$ cat src/rtl/ut_mul_pkg.sv
// Shared types and helpers for the unary-temporal multiply sequencer.
// Optional zero-operand skip is enabled by defining UT_ZERO_SKIP_EN.
package ut_mul_pkg;

  localparam int UT_WIDTH = 16;
  localparam int MAG_W    = UT_WIDTH - 1;
  localparam int ACC_W    = UT_WIDTH;
  localparam int UT_LEN_W = 4;

  typedef enum logic [1:0] {
    IDLE,
    PRIME,
    RUN,
    DONE
  } state_t;

  function automatic logic [MAG_W-1:0] bitrev(input logic [MAG_W-1:0] v);
    return {<<{v}};
  endfunction

  // Stream length can never exceed the magnitude precision.
  function automatic int clamp_len(input int len, input int max_len);
    return (len > max_len) ? max_len : len;
  endfunction

endpackage

$ cat src/rtl/ut_rng_bitrev.sv
// Counter plus bit-reversal sequence generator with registered output.
// Kept as its own block so a Sobol generator can replace it later.
module ut_rng_bitrev #(
  parameter int W = 15
) (
  input  logic         clk,
  input  logic         rst_n,
  input  logic         clear,
  input  logic         en,
  output logic [W-1:0] rand_val
);

  logic [W-1:0] ctr_reg;
  logic [W-1:0] rand_reg;
  logic [W-1:0] rev;

  generate
    for (genvar gi = 0; gi < W; gi++) begin : g_rev
      assign rev[gi] = ctr_reg[W-1-gi];
    end
  endgenerate

  // Clear presents bitrev(0) and preloads 1, so the output leads the
  // sequencer's run counter by one step.
  always_ff @(posedge clk or negedge rst_n) begin
    if (!rst_n) begin
      ctr_reg  <= '0;
      rand_reg <= '0;
    end else if (clear) begin
      ctr_reg  <= W'(1);
      rand_reg <= '0;
    end else if (en) begin
      ctr_reg  <= ctr_reg + W'(1);
      rand_reg <= rev;
    end
  end

  assign rand_val = rand_reg;

endmodule

$ cat src/rtl/ut_mul_seq.sv
// Sequencer for one unary-temporal sign-magnitude multiply on a single PE.
// Define UT_ZERO_SKIP_EN to bypass the stream when either magnitude is zero.
module ut_mul_seq
  import ut_mul_pkg::*;
#(
  parameter int WIDTH = 16,
  parameter int LEN_W = 4
) (
  input  logic             clk,
  input  logic             rst_n,
  input  logic             i_valid,
  output logic             o_ready,
  input  logic [WIDTH-1:0] i_data_i,
  input  logic [WIDTH-1:0] i_data_w,
  input  logic [LEN_W-1:0] i_len_log,
  output logic             o_bit_i,
  output logic [WIDTH-2:0] o_data_w,
  output logic [WIDTH-2:0] o_randW,
  input  logic             i_bit_o,
  output logic             o_valid,
  input  logic             i_ready,
  output logic [WIDTH-1:0] o_prod,
  output logic             o_busy
);

  localparam int MW = WIDTH - 1;
  localparam int AW = WIDTH;

  state_t           state_reg, state_next;
  logic [MW-1:0]    mi_reg, mw_reg;
  logic             sgn_reg;
  logic [LEN_W-1:0] len_reg;
  logic [MW-1:0]    cnt_reg;
  logic [AW-1:0]    acc_reg;

  logic             accept;
  logic [LEN_W-1:0] len_in;
  logic [LEN_W-1:0] shamt;
  logic [MW-1:0]    thr;
  logic [MW:0]      run_len;
  logic             run_last;
  logic [AW+MW-1:0] acc_shift;
  logic [MW-1:0]    mag;

  assign accept   = i_valid && (state_reg == IDLE);
  assign len_in   = LEN_W'(clamp_len(int'(i_len_log), MW));
  assign shamt    = LEN_W'(MW) - len_reg;
  assign thr      = mi_reg >> shamt;
  assign run_len  = (MW+1)'(1) << len_reg;
  assign run_last = ({1'b0, cnt_reg} == (run_len - (MW+1)'(1)));

  always_ff @(posedge clk or negedge rst_n) begin
    if (!rst_n) begin
      state_reg <= IDLE;
      mi_reg    <= '0;
      mw_reg    <= '0;
      sgn_reg   <= 1'b0;
      len_reg   <= '0;
      cnt_reg   <= '0;
      acc_reg   <= '0;
    end else begin
      state_reg <= state_next;
      if (accept) begin
        mi_reg  <= i_data_i[MW-1:0];
        mw_reg  <= i_data_w[MW-1:0];
        sgn_reg <= i_data_i[WIDTH-1] ^ i_data_w[WIDTH-1];
        len_reg <= len_in;
        cnt_reg <= '0;
        acc_reg <= '0;
      end else if (state_reg == RUN) begin
        cnt_reg <= cnt_reg + MW'(1);
        acc_reg <= acc_reg + AW'(i_bit_o);
      end
    end
  end

`ifdef UT_ZERO_SKIP_EN
  logic zero_ops;
  assign zero_ops = (i_data_i[MW-1:0] == '0) || (i_data_w[MW-1:0] == '0);
`endif

  always_comb begin
    state_next = state_reg;
    case (state_reg)
      IDLE: begin
        if (accept) begin
`ifdef UT_ZERO_SKIP_EN
          state_next = zero_ops ? DONE : PRIME;
`else
          state_next = PRIME;
`endif
        end
      end
      PRIME:   state_next = RUN;
      RUN:     if (run_last) state_next = DONE;
      DONE:    if (i_ready) state_next = IDLE;
      default: state_next = IDLE;
    endcase
  end

  // The scaled count can in principle exceed the magnitude range; clip it.
  assign acc_shift = {{MW{1'b0}}, acc_reg} << shamt;
  assign mag       = (|acc_shift[AW+MW-1:MW]) ? {MW{1'b1}} : acc_shift[MW-1:0];

  assign o_ready  = (state_reg == IDLE);
  assign o_valid  = (state_reg == DONE);
  assign o_busy   = (state_reg == PRIME) || (state_reg == RUN);
  assign o_bit_i  = (state_reg == RUN) && (cnt_reg < thr);
  assign o_data_w = (state_reg == IDLE) ? '0 : mw_reg;
  assign o_prod   = (state_reg == DONE) ? {sgn_reg && (mag != '0), mag} : '0;

  ut_rng_bitrev #(.W(MW)) u_rng (
    .clk      (clk),
    .rst_n    (rst_n),
    .clear    (accept),
    .en       (o_busy),
    .rand_val (o_randW)
  );

endmodule

$ cat config.mk
export PLATFORM = sky130hd
export DESIGN_NAME = ut_mul_seq
export DESIGN_NICKNAME = d
export VERILOG_FILES = /design/src/rtl/ut_mul_pkg.sv /design/src/rtl/ut_rng_bitrev.sv /design/src/rtl/ut_mul_seq.sv
export SDC_FILE = /design/constraint.sdc
export NUM_CORES = 1
export LEC_CHECK = 0
export CAP_MARGIN = 20
export CORE_MARGIN = 5
export CORE_UTILIZATION = 60
export DETAILED_ROUTE_END_ITERATION = 8
export PLACE_DENSITY = 0.85
export SETUP_SLACK_MARGIN = 0.4
export SYNTH_ARGS = -nofsm -noshare
export SYNTH_HDL_FRONTEND = slang
export SYNTH_SLANG_ARGS = --single-unit
$ cat constraint.sdc
create_clock -name clk -period 4.7 [get_ports clk]
set_clock_uncertainty 0.05 [all_clocks]
set_input_delay 0.47 -clock clk [delete_from_list [all_inputs] [get_ports clk]]
set_output_delay 0.47 -clock clk [all_outputs]
set_load 0.03 [all_outputs]
# Word level (Yosys, flattened, before mapping)
# Cells that the tools add are included.
dict set report op_classes {
  add_sub_neg 5
  n_lt_le_gt_ge 1
  n_eq_ne 7
  shift 3
  muxes 15
  bitwise_logic 1
  n_reduce_logical 10
}
# op n
set op_table {}
lappend op_table {{$mux W15} 8}
lappend op_table {{$mux W16} 3}
lappend op_table {{$shl A16 B4 Y31} 1}
lappend op_table {{$add A15 B1 Y15 const B} 2}
lappend op_table {{$add A16 B1 Y16} 1}
lappend op_table {{$eq A15 B16 Y1} 1}
lappend op_table {{$reduce_or A16 Y1} 1}
lappend op_table {{$shl A1 B4 Y16 const A} 1}
lappend op_table {{$sub A16 B1 Y16 const B} 1}
lappend op_table {{$lt A15 B15 Y1} 1}
lappend op_table {{$reduce_bool A15 Y1} 1}
lappend op_table {{$shr A15 B4 Y15} 1}
lappend op_table {{$pmux W2 S4} 1}
lappend op_table {{$mux W2} 3}
lappend op_table {{$eq A2 B2 Y1 const B} 2}
lappend op_table {{$ne A2 B1 Y1 const B} 2}
lappend op_table {{$reduce_bool A2 Y1} 2}
lappend op_table {{$sub A4 B4 Y4 const A} 1}
lappend op_table {{$logic_and A1 B1 Y1} 3}
lappend op_table {{$reduce_and A3 Y1} 1}
lappend op_table {{$eq A2 B1 Y1 const B} 1}
lappend op_table {{$logic_not A2 Y1} 1}
lappend op_table {{$ne A2 B2 Y1 const B} 1}
lappend op_table {{$logic_or A1 B1 Y1} 1}
lappend op_table {{$xor A1 B1 Y1} 1}
dict set report word_totals {
  ff_bits 98
  in_bits 41
  wordCells 51
}

# Logic depth before layout (Yosys ltp)
dict set report depth {
  depth_word 7
  depth_mapped 17
}

# Cells and area by module
# Synthesis repeated with hierarchy kept, for this count alone.
dict set report hier_totals {
  cells_unflattened 820
  hier_area_um2 6921.6
}
# mod instances cells_per_inst area_each_um2 seq_area_each_um2
set by_module_without_submodules {}
lappend by_module_without_submodules {ut_mul_seq 1 697 5601.6 1701.6}
lappend by_module_without_submodules {ut_rng_bitrev 1 123 1320.0 750.7}

# Worst setup path before layout
# No wires, ideal clock.
dict set report synth_path {
  path_kind {flip-flop to output port}
  from {register len_reg[0]}
  to {output port o_bit_i}
  t_arrival_ns 3.706
  slack_ns 0.474
  stages_incl_launch_ff 16
  n_path_buf 5
  path_cell_list {dfrtp_1 buf_6 buf_4 buf_4 buf_4 buf_2 mux2_2 o21ai_0 mux2i_1 a22oi_1 ha_1 a21o_1 a21oi_1 a211o_1 a21oi_1 nor4_1}
}
dict set report synth_between {
  elab_chain_cells 4
}
# element line
set synth_rtl {}
lappend synth_rtl {{start, declared} ut_mul_seq.sv:32} ;# logic [LEN_W-1:0] len_reg;
lappend synth_rtl {{start signal, assigned} ut_mul_seq.sv:67} ;# len_reg <= len_in;
lappend synth_rtl {{$sub A4 B4 Y4} ut_mul_seq.sv:47} ;# assign shamt = LEN_W'(MW) - len_reg;
lappend synth_rtl {{$shr A15 B4 Y15} ut_mul_seq.sv:48} ;# assign thr = mi_reg >> shamt;
lappend synth_rtl {{$lt A15 B15 Y1} ut_mul_seq.sv:108} ;# assign o_bit_i = (state_reg == RUN) && (cnt_reg < thr);
lappend synth_rtl {{$logic_and A1 B1 Y1} ut_mul_seq.sv:108}
lappend synth_rtl {{end, declared} ut_mul_seq.sv:16} ;# output logic o_bit_i,
# Every way passes these cells.

# Worst setup path after layout
dict set report layout_path {
  from {register len_reg[2]}
  to {output port o_bit_i}
}
# Same word-level chain as after synthesis.

==> results.md <==
- Area delta synth->final: 17.0%
- Clock sink count: 98
- Status: completed
- Max cap viols: 0
- H-tree Lvls: 3
- Worst path cell trace: nor2b_1 > a21oi_1 > ha_1 > a21o_1 > a21o_1 > a21oi_1 > a211o_1 > a21oi_1 > nor4_1 > dlygate4sd2_1
- Final min period: 4110 ps
- Worst-path fanout max: 13
- Top FF cell, synth: dfrtp_1
- WL/cell: 17.5 um
- Leak: 3.56 nW
- Largest net degree at the start of global routing: 61
- Critical Path Stages: 10
- Reg2reg start: len_reg[3]
- CP Class: reg -> out
- Worst path top cell family by delay: compound AO/OA/AOI/OAI gates
- WP buf/inv: 1
- WL final: 16900 um
- CTS tree: done
- GRT overflow: 0
- Slowest stage cell, crit path: dfrtp_1
- PwrDens: 627 mW/mm2
- Synth area leaders: dfrtp_1, nand2_1, mux2i_1, mux4_2, nor2_1
- RR Endpoint: state_reg[1]
- Dpl cell area: 0.00759 mm2
- Synth area leader: dfrtp_1
- Most frequent cells in the layout: nand2_1, dfrtp_1, clkdlybuf4s50_1, nor2_1, mux2i_1
- CP endpoint: o_bit_i
- Via count: 5772
- Die area: 0.0134 mm2
- Initial antenna violation count: 0
- Peak Freq: 243 MHz
- Syn nets: 831
- Tcrit/Tclk final: 87.5%
- Post-synth EDFFs: 0
- Die H: 116 um
- Syn Area/Cell: 8.74 um2
- Synth Register Bits: 98
- Routability Congestion: 0.932
- Int Power: 2.61 mW
- I/O pins: 91
- Final core utilization: 72.1%
- Reg2Reg Depth: 9
- Reg clk slew, reported paths: 100 ps
- Mapped Area: 0.00671 mm2
- Fill count: 816
- Max reg flops: 16
- CTS Buf Count: 9
- Fraction of registers with async set/reset: 100%
- Most common cell after layout, fill and taps aside: nand2_1
- Comb pwr share: 61.9%
- HP Class: in -> async
- CP dominant cell by count: a21oi_1
- Row cnt: 38
- R2R Setup Slk: 1060 ps
- Fin nets: 885
- Largest stage delay, worst path: 650 ps
- Share of total power in the clock network: 11.6%
- First-pass GRT wire length: 28300 um
- CP Data Arrival Time: 3590 ps
- VDD IR max: 0.394 mV
- Synth Warn #: 0
- Antenna cells: 0
- Starting density of the core: 61.7%
- Slew Limit Fails: 0
- Number of DRC markers in iteration 0: 445
- Worst EP required: 4180 ps
- Worst Setup Start Kind: register
- Synth cell types: 63
- Vias in the first global route: 5693
- Horiz. Die Dim: 116 um
- Switch share: 46.9%
- Root Buffer: clkbuf_8
- Antenna-violating nets left: 0
- Relative slew margins: 32.7%
- Crit path launch: len_reg[2]
- Vias per cell: 5.97
- Final setup fails: 0
- Share of cells above drive strength 1: 7.13%
- Port buffer count: 90
- First-pass DRT Iterations: 5
- GRT Util Overall: 26.4%
- DP HPWL: 12100 um
- Final Instance Area: 0.00785 mm2
- P_sw: 2.31 mW
- Final hold viol count: 0
- Reg power frac: 26.5%
- RSZ-0062 raised after global routing: false
- Mapped Cells: 768
- # hold bufs at CTS: 0
- Synth top area share: 36.5%
- Worst-Margin Slew: 1010 ps
- Worst setup EP type: output port
- Clock Path Buffers: 2
- Setup TNS: 0 ps
- Sequential element share of the synthesized area: 36.5%
- DRC viols: 0
- CORE AREA: 0.0109 mm2
- Clk_lat worst skew: 380 ps
## worst register-to-register path: cells and delay by family, from the launching register on
kind                       cells  cell delay [ps]
muxes                          1              360
DFF                            1              490
xor gates and xnor gates       1              130
adders and majority gates      1              330
and+or+nand+nor                3             1140
buffers and inverters          1              300
AOI/OAI and AO/OA              2              730
## power groups by stage
stage / Clock [mW] / Sequential [mW] / Combinational [mW]
3_5_place_dp: 0 / 1.33 / 2.95
3_3_place_gp: 0 / 1.32 / 2.89
2_1_floorplan: 0 / 1.24 / 2.24
5_1_grt: 0.616 / 1.33 / 3.34
6_report: 0.570 / 1.31 / 3.05
4_1_cts: 0.574 / 1.32 / 2.97
## metal layers
metal / share of wire [%] / track usage [%] / vias to the layer above
met1: 43 / 36.6 / 2737
met5: 0 / 0 / -
met4: 2.0 / 8.12 / 0
met2: 46 / 40.9 / 230
li1: - / - / 2769
met3: 9.1 / 6.89 / 36
## metrics by stage
stage	hold WS (ps)	setup WS, ps	instances	power [mW]
5_1_grt	164	412	967	5.29
4_1_cts	136	375	965	4.86
2_1_floorplan	124	474	768	3.47
3_3_place_gp	400	654	949	4.20
3_5_place_dp	404	633	949	4.28
6_report	109	589	967	4.92
## cell families (layout without fill, tap and decap cells)
| logic type | Yosys count | after routing | synth area share [%] |
|---|---|---|---|
| compound gates | 119 | 119 | 11.7 |
| xor+xnor | 44 | 44 | 5.74 |
| fa+ha+maj | 22 | 22 | 4.10 |
| buf+inv | 73 | 132 | 5.05 |
| flops | 98 | 98 | 36.5 |
| mux | 60 | 60 | 12.7 |
| simple gates | 352 | 352 | 24.2 |
## how the worst min path moves through the flow
stage                    from                 to  slack (ps)
finish                  rst_n          mw_reg[7]         110
global route            rst_n  u_rng.rand_val[7]         160
CTS                     rst_n          mw_reg[7]         140
detailed placement  mw_reg[8]          mw_reg[8]         400
global placement    mw_reg[6]          mw_reg[6]         400
floorplan               rst_n         acc_reg[0]         120
## synthesized netlist by cell type (all sizes together), types with 3 or more instances
master	number
o21a	11
buf	24
a22oi	6
xnor2	14
a31oi	4
nor4b	4
or3	6
nor3	10
dfrtp	98
o211ai	8
nand3	15
nand2b	6
mux2i	34
nor4	5
and2	5
mux2	8
a22o	3
nand4	16
ha	22
and4	4
nor2	77
a21oi	25
mux4	18
clkbuf	37
nor2b	27
o22ai	3
nand2	158
nor3b	5
a211oi	3
xor2	30
o21ai	31
inv	11
a21o	7
and3	10
## area by class of cell
type                            count  area [um2]  share of cell area [%]
Multi-Input combinational cell    597        3920                    50.0
Sequential cell                    98        2460                    31.3
Timing Repair Buffer              104        1050                    13.4
Tap cell                          140         175                    2.23
Clock buffer                       11         141                    1.80
Clock inverter                      5        61.3                   0.781
Inverter                           12        45.0                   0.574
## repair_timing
item / CTS / global route
buffers inserted: 0 / 1
pin swaps: 0 / 0
setup endpoints to repair: 3 / 16
gates resized for setup: 3 / 4
hold endpoints to repair: 0 / 0
cloned: 0 / 0
(Power assumes the default switching activity.)
